===== src/rtl/pipe_hazard_ctrl_pkg.sv =====
// Shared types and defaults for the pipeline stall/flush controller.
package pipe_hazard_ctrl_pkg;

    localparam int ASIZE_DEF   = 5;
    localparam int TIMEOUT_DEF = 64;
    localparam int CNTW_DEF    = 16;

    typedef enum logic {
        ST_RUN      = 1'b0,
        ST_MEM_WAIT = 1'b1
    } state_t;

endpackage


===== src/rtl/pipe_hazard_ctrl_hazard_detect.sv =====
// Combinational load-use hazard compare between the EX load and the ID sources.
module hazard_detect
    import pipe_hazard_ctrl_pkg::*;
#(
    parameter int ASIZE = ASIZE_DEF
) (
    input  logic [ASIZE-1:0] id_rs,
    input  logic [ASIZE-1:0] id_rt,
    input  logic             id_uses_rt,
    input  logic [ASIZE-1:0] ex_waddr,
    input  logic             ex_memtoreg,
    input  logic             ex_wen,
    output logic             load_use
);

    logic rs_hit;
    logic rt_hit;

    always_comb begin
        rs_hit   = (ex_waddr == id_rs);
        rt_hit   = id_uses_rt && (ex_waddr == id_rt);
        // Register 0 is hardwired, so a load targeting it never creates a dependency.
        load_use = ex_memtoreg && ex_wen && (ex_waddr != '0) && (rs_hit || rt_hit);
    end

endmodule


===== src/rtl/pipe_hazard_ctrl.sv =====
// Central stall/flush controller: load-use, taken branch and multi-cycle data memory.
module pipe_hazard_ctrl
    import pipe_hazard_ctrl_pkg::*;
#(
    parameter int ASIZE   = ASIZE_DEF,
    parameter int TIMEOUT = TIMEOUT_DEF,
    parameter int CNTW    = CNTW_DEF
) (
    input  logic             clk,
    input  logic             rst,
    input  logic [ASIZE-1:0] id_rs,
    input  logic [ASIZE-1:0] id_rt,
    input  logic             id_uses_rt,
    input  logic [ASIZE-1:0] ex_waddr,
    input  logic             ex_memtoreg,
    input  logic             ex_wen,
    input  logic             branch_taken,
    input  logic             mem_memwrite,
    input  logic             mem_memtoreg,
    input  logic             dmem_ready,
    output logic             dmem_req,
    output logic             pc_stall,
    output logic             if_id_stall,
    output logic             if_id_flush,
    output logic             id_ex_stall,
    output logic             id_ex_flush,
    output logic             ex_mem_stall,
    output logic             mem_wb_bubble,
    output logic             mem_err,
    output logic [CNTW-1:0]  stall_cycles
);

    localparam int WW = (TIMEOUT > 1) ? $clog2(TIMEOUT) : 1;

    state_t          state, state_nxt;
    logic [WW-1:0]   wait_cnt;
    logic [CNTW-1:0] cnt;
    logic            err;
    logic            memop, force_done, mem_hold, load_use;

    hazard_detect #(.ASIZE(ASIZE)) u_hazard_detect (
        .id_rs       (id_rs),
        .id_rt       (id_rt),
        .id_uses_rt  (id_uses_rt),
        .ex_waddr    (ex_waddr),
        .ex_memtoreg (ex_memtoreg),
        .ex_wen      (ex_wen),
        .load_use    (load_use)
    );

    always_comb begin
        memop         = mem_memwrite || mem_memtoreg;
        force_done    = (state == ST_MEM_WAIT) && (wait_cnt == WW'(TIMEOUT - 1));
        mem_hold      = memop && !dmem_ready && !force_done;
        state_nxt     = state;
        dmem_req      = memop && !rst;
        pc_stall      = 1'b0;
        if_id_stall   = 1'b0;
        if_id_flush   = 1'b0;
        id_ex_stall   = 1'b0;
        id_ex_flush   = 1'b0;
        ex_mem_stall  = 1'b0;
        mem_wb_bubble = 1'b0;

        unique case (state)
            ST_RUN:      if (mem_hold) state_nxt = ST_MEM_WAIT;
            ST_MEM_WAIT: if (dmem_ready || force_done) state_nxt = ST_RUN;
            default:     state_nxt = ST_RUN;
        endcase

        // A taken branch seen while memory holds the pipe is simply deferred:
        // EX is frozen, so branch_taken is still asserted once the hold drops.
        if (!rst) begin
            if (mem_hold) begin
                pc_stall      = 1'b1;
                if_id_stall   = 1'b1;
                id_ex_stall   = 1'b1;
                ex_mem_stall  = 1'b1;
                mem_wb_bubble = 1'b1;
            end else if (branch_taken) begin
                if_id_flush = 1'b1;
                id_ex_flush = 1'b1;
            end else if (load_use) begin
                pc_stall    = 1'b1;
                if_id_stall = 1'b1;
                id_ex_flush = 1'b1;
            end
        end
    end

    always_ff @(posedge clk) begin
        if (rst) begin
            state    <= ST_RUN;
            wait_cnt <= '0;
            err      <= 1'b0;
            cnt      <= '0;
        end else begin
            state    <= state_nxt;
            wait_cnt <= (state == ST_MEM_WAIT && state_nxt == ST_MEM_WAIT) ? wait_cnt + 1'b1 : '0;
            if (force_done)
                err <= 1'b1;
            if (pc_stall && cnt != '1)
                cnt <= cnt + 1'b1;
        end
    end

    assign mem_err      = err && !rst;
    assign stall_cycles = rst ? '0 : cnt;

endmodule


===== config.mk =====
export PLATFORM = sky130hd
export DESIGN_NAME = pipe_hazard_ctrl
export DESIGN_NICKNAME = d
export VERILOG_FILES = /design/src/rtl/pipe_hazard_ctrl_pkg.sv /design/src/rtl/pipe_hazard_ctrl_hazard_detect.sv /design/src/rtl/pipe_hazard_ctrl.sv
export SDC_FILE = /design/constraint.sdc
export NUM_CORES = 1
export LEC_CHECK = 0
export BUFFER_PORTS_ARGS = -buffer_cell sky130_fd_sc_hd__buf_2
export CAP_MARGIN = 20
export CORE_UTILIZATION = 40
export DETAILED_ROUTE_END_ITERATION = 10
export PLACE_DENSITY = 0.73
export SYNTH_ARGS = -nofsm -noshare
export SYNTH_HDL_FRONTEND = slang
export SYNTH_SLANG_ARGS = --single-unit

===== constraint.sdc =====
create_clock -name clk -period 2.95 [get_ports clk]
set_input_delay 0.885 -clock clk [delete_from_list [all_inputs] [get_ports clk]]
set_output_delay 0.885 -clock clk [all_outputs]
set_load 0.03 [all_outputs]

## Word level (Yosys, flattened, before mapping)

Index checks and enable logic that the tools add are counted.

- $add $sub $neg: 2
- Bitwise gates (word level): 2
- Reductions and logical operators: 19
- Equality and inequality tests: 4
- Multiplexer cells: 15

Operator list:

| cell | number |
|---|---|
| adder 16 x 1 -> 16 bit, second input constant | 1 |
| two-way mux 16 bit | 1 |
| inequality test 16 bit, second input constant | 1 |
| two-way mux 1 bit | 13 |
| logical AND 1 bit | 11 |
| equality test 5 bit | 2 |
| adder 6 x 1 -> 6 bit, second input constant | 1 |
| equality test 6 bit, second input constant | 1 |
| nonzero test 5 bit | 1 |
| logical NOT 1 bit | 3 |
| logical OR 1 bit | 3 |
| NOT 1 bit | 2 |
| one-hot mux 1 bit (2 select lines) | 1 |
| OR reduction 2 bit | 1 |

- Flip-flop bits (word level): 24
- Output and inout bits: 25
- Word-level logic and storage cells: 46
- Input port bits: 24

## Depth between registers and ports, before layout

Gate-level depths: netlist of the first run.

- Depth in word-level cells: 9
- Gate-level depth with buffers: 8
- Mapped depth without buffers: 7

## Cells and area by module

From an unflattened synthesis of the first run, not the netlist that was laid out.

- Cell total of the unflattened synthesis: 173
- Area total of the unflattened synthesis: 1,432.6 sq um

Modules (own cells, without submodules):

| module | cells each | sequential area each (sq um) | area an instance (sq um) | instances |
|---|---|---|---|---|
| pipe_hazard_ctrl | 156 | 480.5 | 1,298.7 | 1 |
| hazard_detect | 17 | 0.0 | 133.9 | 1 |

## Least setup slack after synthesis of the first run

OpenSTA, ideal clock, no wires.

- Path kind: input -> output
- Start point: input port ex_waddr[4]
- End point: output port pc_stall
- Buffers on the path: 1
- Stages on the path: 5
- Arrival time: 2,495 ps
- Slack: -430 ps
- Data required time: 2,065 ps
- Cell sequence: xnor2_1 -> nand3_1 -> o22a_1 -> o21ai_0 -> buf_4

- Longest elaborated chain between the ends: 8
- Elaborated cells between the ends (all ways): 11
- Those cells by class: eq/ne: 2; mux: 4; reduce/logical: 5

RTL lines:

| element | line | source |
|---|---|---|
| start: declaration | pipe_hazard_ctrl.sv:14 | `input logic [ASIZE-1:0] ex_waddr,` |
| equality test 5 bit | pipe_hazard_ctrl_hazard_detect.sv:21 | `rt_hit = id_uses_rt && (ex_waddr == id_rt);` |
| logical AND 1 bit | pipe_hazard_ctrl_hazard_detect.sv:21 |  |
| logical OR 1 bit | pipe_hazard_ctrl_hazard_detect.sv:23 | `load_use = ex_memtoreg && ex_wen && (ex_waddr != '0) && (rs_hit \|\| rt_hit);` |
| logical AND 1 bit * | pipe_hazard_ctrl_hazard_detect.sv:23 |  |
| two-way mux 1 bit * (4 in series) | -- |  |
| end: declaration | pipe_hazard_ctrl.sv:22 | `output logic pc_stall,` |

Mark *: on every way between the ends. The rest lies on a longest branch, timed or not.

## Worst setup path after layout of the first run

- Start point: input port ex_waddr[1]
- End point: output port id_ex_flush

- Longest elaborated chain between the ends: 8
- Elaborated cells between the ends (all ways): 11
- Those cells by class: eq/ne: 2; mux: 4; reduce/logical: 5

RTL lines:

| element | line | source |
|---|---|---|
| equality test 5 bit | pipe_hazard_ctrl_hazard_detect.sv:21 |  |
| logical AND 1 bit | pipe_hazard_ctrl_hazard_detect.sv:21 |  |
| logical OR 1 bit | pipe_hazard_ctrl_hazard_detect.sv:23 |  |
| logical AND 1 bit * | pipe_hazard_ctrl_hazard_detect.sv:23 |  |
| two-way mux 1 bit * | pipe_hazard_ctrl.sv:83 | `end else if (load_use) begin` |
| two-way mux 1 bit * | pipe_hazard_ctrl.sv:80 | `end else if (branch_taken) begin` |
| two-way mux 1 bit * | pipe_hazard_ctrl.sv:74 | `if (mem_hold) begin` |
| two-way mux 1 bit * | pipe_hazard_ctrl.sv:73 | `if (!rst) begin` |
| end: declaration | pipe_hazard_ctrl.sv:26 | `output logic id_ex_flush,` |

Marks and branches as above.

==> results of run 1 <==
Yosys cell counts (2+ instances only):
| cell type | count |
|---|---|
| or4_2 | 2 |
| nand2_1 | 16 |
| mux2_2 | 5 |
| o31ai_1 | 2 |
| nor2_1 | 27 |
| xnor2_1 | 13 |
| nand3_1 | 9 |
| xor2_1 | 2 |
| nand4_1 | 2 |
| nor2b_1 | 14 |
| nor3_2 | 2 |
| buf_4 | 3 |
| mux2_4 | 4 |
| o21ai_0 | 5 |
| inv_1 | 6 |
| and2_1 | 2 |
| ha_1 | 2 |
| nor3_1 | 4 |
| dfxtp_1 | 24 |
| a21oi_1 | 3 |
| o21a_1 | 2 |
| and3_1 | 5 |
| clkbuf_1 | 3 |
what timing repair did:
item | 4_1_cts | 5_1_grt
resized for setup | 3 | 5
setup endpoints to repair | 1 | 3
pin swaps | 1 | 5
metal layers:
layer | wire, um | share of wire [%] | global-route usage [%]
met5 | 0 | 0 | 0
met4 | 27 | 0.87 | 6.10
met3 | 121 | 3.9 | 1.65
met2 | 1440 | 46 | 26.9
met1 | 1530 | 49 | 21.9
worst max-delay path by stage:
| stage | startpoint | end | slack [ns] | cells past startpoint |
|---|---|---|---|---|
| 6_report | ex_waddr[1] | id_ex_flush | 0.004 | 6 |
| 5_1_grt | ex_waddr[1] | id_ex_flush | -0.04 | 6 |
| 4_1_cts | ex_waddr[1] | id_ex_flush | -0.01 | 6 |
| 3_5_place_dp | ex_waddr[1] | id_ex_flush | -0.02 | 6 |
| 3_3_place_gp | ex_waddr[1] | id_ex_flush | -0.02 | 6 |
| 2_1_floorplan | ex_waddr[1] | pc_stall | 0.04 | 4 |
cell type report:
cell class	instances	area share [%]
multi-input cells	137	50.0
flip-flops and latches	24	26.6
repair buffers	54	17.0
well taps	46	3.18
clock buffers	4	2.01
inverters	6	1.25
kinds of logic after synthesis:
family / Yosys count
AO/OA/AOI/OAI: 22
flip-flops: 24
multiplexers: 9
AND/OR/NAND/NOR: 89
XOR/XNOR: 15
buffers and inverters: 13
adder cells (fa/ha/maj): 2
worst max-delay path, stage by stage:
cell and delay [ns]:
buf_6 0.09, or4_4 0.53, o211ai_1 0.17, nor2_1 0.07, o21a_1 0.17, buf_6 0.13
report_power, final:
part	switching (mW)	total [mW]	internal, mW	leakage, nW
clock network	0.0973	0.173	0.0753	0.0210
logic	0.0563	0.101	0.0443	0.578
registers	0.00326	0.330	0.327	0.194
total	0.157	0.603	0.446	0.792
flip-flops by register name, summed over array words and instances (netlist names):
signal,flops
err,1
cnt,16
state,1
wait_cnt,6
per-stage QoR:
step	instance area, um^2	setup TNS, ns	total power [mW]	hold WS [ns]	worst slack, ns
finish	1810	0	0.603	0.459	0.00394
detailed placement	1750	-0.0246	0.434	0.439	-0.0246
CTS	1800	-0.0114	0.608	0.463	-0.0114
global placement	1750	-0.0194	0.433	0.433	-0.0194
floorplan	1450	0	0.398	0.418	0.0380
global route	1810	-0.0612	0.634	0.493	-0.0407
==> impl_results.md, run 1 <==
* Outcome: complete, no violations
* Max FO, Critical Path at 2
* Die area at 3870 um^2
* Drt pass-1 iters at 4
* Post-CTS Hold Buffers at 0
* F_max at 339 MHz
* # setup viols final at 0
* Hold Path Sink: wait_cnt[0]$_SDFF_PP0_
* Pin count of the biggest net entering global routing at 24
* CTS tree: yes
* Placed insts at 267
* Synth Area in Compound Gates at 11.1%
* Final Non-Filler Cells at 271
* GRT Total Usage at 16.3%
* RSZ-0062 raised after global routing: true
* Detailed-route via count at 1327
* First-pass GRT wire length at 5.28 mm
* Worst setup path category: primary input to output port
* Port Buffers at 48
* Worst r2r path cells at 8
* Syn Std Cell Area at 1450 um^2
* GRT overflow at 0
* Leak at 0.792 nW
* Worst r2r src: wait_cnt[0]$_SDFF_PP0_
* Post-synth top area cell: dfxtp_1
* Largest family of logic cells by synthesized area: simple AND/OR/NAND/NOR gates
* Worst EP arrival at 2.06 ns
* Mux contribution to synthesized area at 8.03%
* Final worst-path cycle share at 99.9%
* Hold path cells at 1
* Initial DRC count at 57
* CTS root buffer: clkbuf_4
* Total Routed Length at 3.12 mm
* Reg-to-reg slack, setup at 0.73 ns
* Startpoint type of the worst setup path: primary input
* Seq/Total Area, Yosys at 33.2%
* Min Clock Period, post-route at 2.95 ns
* Reg area at 480 um^2
* Synthesis-stage register bit count at 24
* Core ar. at 3420 um^2
* Syn nets at 200
* Routability Congestion at 0.751
* H-tree lvl count at 1
* Yosys top cell area share at 33.2%
* Core Rows at 21
* Worst endpoint required time at 2.07 ns
* Initial core utilization at 42.4%
* Worst Setup End Kind: output port
* Post-Synthesis Cells at 174
* Diode count at 0
* Worst ir drop on vdd at 0.171 mV
* Simple-gate share of the synthesized area at 32.2%
* Min-delay worst type: register to register
* Die X at 62.2 um
* # IOs at 49
* Number of antenna violations at the first check in global routing at 0
* Post-Syn Area per Cell at 8.33 um^2
* Post-synth EDFFs at 0
* Worst R2R End: cnt[6]$_SDFFE_PP0P_
* Clk_skew at 0.0108 ns
* PD cells at 334 nW/um^2
* Final hold violations at 0
* Pins Over Slew Limit at 0
* Residual DRC at 0
* Most used flip-flop cell after synthesis: dfxtp_1
* Clock transition at path regs at 0.12 ns
* Most common cell after layout, fill and taps aside: buf_2
* Worst slew pin tran at 0.444 ns
* Vias/cell at 4.90
* HPWL after detailed placement at 2.36 mm
* Area Growth Syn to Fin at 24.8%
* Yosys cell types at 40
* XOR/XNOR Fraction of Synth Area at 9.07%
* Clock sink count at 24
* Post-Route Utilization at 52.9%
* Post-synthesis adder-cell area fraction at 1.73%
* Routed WL per cell at 11.5 um
* TritonCTS Buffers at 3
* Dominant cells by area after synthesis: dfxtp_1 33%, xnor2_1 7.9%, nor2_1 7.0%, nor2b_1 6.0%, mux2_4 4.1%
* Vias in the first global route at 1232
* YS warnings at 0
* Worst slew margin at 70.2%
* Async set or reset register ratio after synthesis at 0%
* Chip Height at 62.2 um
* Fin nets at 252
* Share of layout cells above drive strength 1 at 36.0%
* Maxcap violations at 0
* Commonest non-fill, non-tap cells in the layout: 44 x buf_2, 27 x nor2_1, 24 x dfxtp_1, 16 x nand2_1, 14 x nor2b_1
* Clock buffer depth at 2
* Multi-input logic area at 905 um^2
* Setup bufs post-CTS at 0
* Filler Cell Count at 348
* Min-delay src: wait_cnt[0]$_SDFF_PP0_
* Clock latency at the later pin of the worst-skew pair at 0.31 ns
* Final ANT Viol Nets at 0
Power figures use the tool's default switching activity.
==> run 2: changes to the inputs <==
SYNTH_HIERARCHICAL = 1   (was default)
==> impl_results.md, run 2 <==
* Outcome: complete, but fails checks
* Failing checks: setup timing
* H-tree lvl count at 1 (unchanged)
* Routability Congestion at 0.869 (+16%)
* PD cells at 358 nW/um^2 (+7.2%)
* Pins Over Slew Limit at 0 (unchanged)
* Post-Route Utilization at 56.6% (+3.7 points)
* Final worst-path cycle share at 106% (+6.5 points)
* Post-synth top area cell: dfxtp_1
* Port Buffers at 48 (unchanged)
* CTS root buffer: clkbuf_4
* YS warnings at 6 (+6)
* Seq/Total Area, Yosys at 33.5% (+0.38 points)
* Commonest non-fill, non-tap cells in the layout: 39 x buf_2, 25 x nor2_1, 24 x dfxtp_1, 16 x nor2b_1, 12 x nand2_1
* Leak at 0.832 nW (+5.0%)
* Worst R2R End: cnt[5]$_SDFFE_PP0P_
* TritonCTS Buffers at 3 (unchanged)
* Final design area excluding fillers at 1920 um^2 (+6.1%)
* CP startpoint: id_rt[3]
* Core Rows at 21 (unchanged)
* Clock latency at the later pin of the worst-skew pair at 0.32 ns (about the same)
* Clock transition at path regs at 0.12 ns (about the same)
* Syn nets at 199 (-0.50%)
* Min Clock Period, post-route at 3.14 ns (+0.190 ns)
* Max FO, Critical Path at 2 (unchanged)
* Post-Syn Area per Cell at 8.28 um^2 (-0.55%)
* GRT Total Usage at 17.0% (+0.66 points)
* Hold path cells at 1 (unchanged)
* Pin count of the biggest net entering global routing at 27 (+13%)
* Worst endpoint required time at 2.07 ns (about the same)
* Area Growth Syn to Fin at 33.9%
* Number of antenna violations at the first check in global routing at 0 (unchanged)
* Die X at 61.8 um (-0.55%)
* Initial core utilization at 42.3% (-0.15 points)
* Routed WL per cell at 10.9 um (-5.7%)
* Placement Cell Area at 1780 um^2 (+1.9%)
* Min-delay src: wait_cnt[0]$_SDFF_PP0_
* First-pass GRT wire length at 4.91 mm (-7.1%)
* Tot Pwr at 686 uW (+14%)
* GRT overflow at 0 (unchanged)
* Clock buffer depth at 2 (unchanged)
* Worst setup path category: primary input to output port
* Residual DRC at 0 (unchanged)
* Detailed-route via count at 1372 (+3.4%)
* Yosys top cell area share at 33.5% (+0.38 points)
* Drt pass-1 iters at 4 (unchanged)
* Total Routed Length at 2.95 mm (-5.4%)
* Max reg flops at 16 (unchanged)
* Share of layout cells above drive strength 1 at 33.2% (-2.8 points)
* Most common cell after layout, fill and taps aside: buf_2
* Worst r2r path cells at 7 (-1)
* Most used flip-flop cell after synthesis: dfxtp_1
* Chip Height at 61.8 um (-0.55%)
* Worst slew pin tran at 0.458 ns (+0.0143 ns)
* Synthesis-stage register bit count at 24 (unchanged)
* Diode count at 0 (unchanged)
* Post-route setup slack at -0.187 ns (-0.190 ns)
* Dominant cells by area after synthesis: dfxtp_1 34%, nor2b_1 7.0%, nor2_1 6.8%, xor2_1 6.1%, mux2_1 3.9%
* Hold Path Sink: wait_cnt[0]$_SDFF_PP0_
* Reg with most FFs: cnt
* HPWL after detailed placement at 2.25 mm (-4.4%)
* Min-delay worst type: register to register
* F_max at 319 MHz (-6.1%)
* Worst ir drop on vdd at 0.277 mV (+62%)
* Clk_skew at 0.0201 ns (+0.00924 ns)
* Clock sink count at 24 (unchanged)
* Worst r2r src: wait_cnt[0]$_SDFF_PP0_
* Post-Synthesis Cells at 173 (-0.57%)
* Yosys cell types at 39 (-2.5%)
* Worst Setup End Kind: output port
* Worst slew margin at 69.5% (-0.71 points)
* Filler Cell Count at 324 (-6.9%)
* Syn Std Cell Area at 1430 um^2 (-1.1%)
* Top-count cell post-synth: nor2_1
* Die area at 3820 um^2 (-1.1%)
* Post-CTS Hold Buffers at 0 (unchanged)
* Initial DRC count at 75 (+32%)
* WHS at 0.457 ns (-0.00275 ns)
* Worst EP arrival at 2.25 ns (+0.19 ns)
* Async set or reset register ratio after synthesis at 0% (unchanged)
* Final ANT Viol Nets at 0 (unchanged)
* Reg-to-reg slack, setup at 0.96 ns (+0.23 ns)
* Post-synth EDFFs at 0 (unchanged)
* Vias in the first global route at 1185 (-3.8%)
* Top flop regs: cnt: 16 flops, wait_cnt: 6 flops
* RSZ-0062 raised after global routing: true
* CTS tree: yes
* Fin nets at 253 (+0.40%)
* Final hold violations at 0 (unchanged)
* # setup viols final at 3 (+3)
* Vias/cell at 5.04 (+3.0%)
* # IOs at 49 (unchanged)
* Core ar. at 3390 um^2 (-0.77%)
* Maxcap violations at 0 (unchanged)
* Post-synth top cells: 26 x nor2_1, 24 x dfxtp_1, 16 x nor2b_1, 12 x nand2_1
* Startpoint type of the worst setup path: primary input
==> run 2: cell types whose count changed after synthesis, sizes merged, moves of 4 or more <==
cell and delta:
and3 -4, nand2 -4, nor4 +4, xnor2 -7
xor2 +8
==> run 2: cells by family after synthesis <==
family,Yosys count,share of synthesized area [%]
fa+ha+maj,2,1.75
buf+inv,12,4.45
mux,9,7.25
compound gates,16,8.12
xor+xnor,16,9.78
simple gates,94,35.1
flops,24,33.5
==> run 2: power breakdown <==
group | switching [mW] | internal (mW) | total (mW)
Clock | 0.102 | 0.137 | 0.239
Combinational | 0.0595 | 0.0552 | 0.115
Sequential | 0.00417 | 0.328 | 0.332
==> run 2: per-stage QoR <==
stage	setup TNS, ns	std cells	worst slack [ns]
final	-0.493	272	-0.187
after global routing	-0.738	272	-0.283
after CTS	-0.423	271	-0.195
after detailed placement	-0.941	267	-0.262
after global placement	-0.853	267	-0.232
after floorplan	-0.143	173	-0.143
==> run 2: layout make-up <==
| type | instances | area, um^2 | share of cell area [%] |
|---|---|---|---|
| clock buffer | 3 | 22.5 | 1.17 |
| clock inverter | 1 | 30.0 | 1.57 |
| sequential | 24 | 480 | 25.0 |
| tap | 46 | 57.6 | 3.00 |
| multi-input combinational | 137 | 932 | 48.6 |
| timing repair buffer | 57 | 380 | 19.8 |
| inverter | 4 | 15.0 | 0.783 |
==> run 2: repair_timing <==
action | in CTS | in global routing
endpoints found under the hold margin | 0 | 0
setup buffers | 0 | 1
gates resized for setup | 9 | 7
pin swaps | 6 | 8
setup endpoints to repair | 3 | 4
==> run 2: how the worst max path moves through the flow <==
stage	depth (start not counted)	slack, ns	to
after floorplan	8	-0.14	pc_stall
after global placement	9	-0.23	pc_stall
after detailed placement	9	-0.26	if_id_stall
after CTS	9	-0.19	if_id_stall
after global routing	9	-0.28	pc_stall
final	9	-0.19	pc_stall
==> run 2: critical path, stage by stage <==
cell      delay (ns)
buf_6           0.09
xor2_1          0.15
nor4_1          0.29
nand3_1         0.12
a21oi_2         0.16
nand2b_1        0.11
and2_4          0.18
nor2_4          0.12
buf_6           0.14
==> run 2: metal layers <==
metal / vias to the layer above / global-route usage (%) / share of wire (%)
met5: - / 0 / 0
met4: 0 / 2.86 / 0.51
met3: 2 / 3.73 / 4.7
met2: 42 / 30.3 / 47
met1: 618 / 21.3 / 48
li1: 710 / - / -
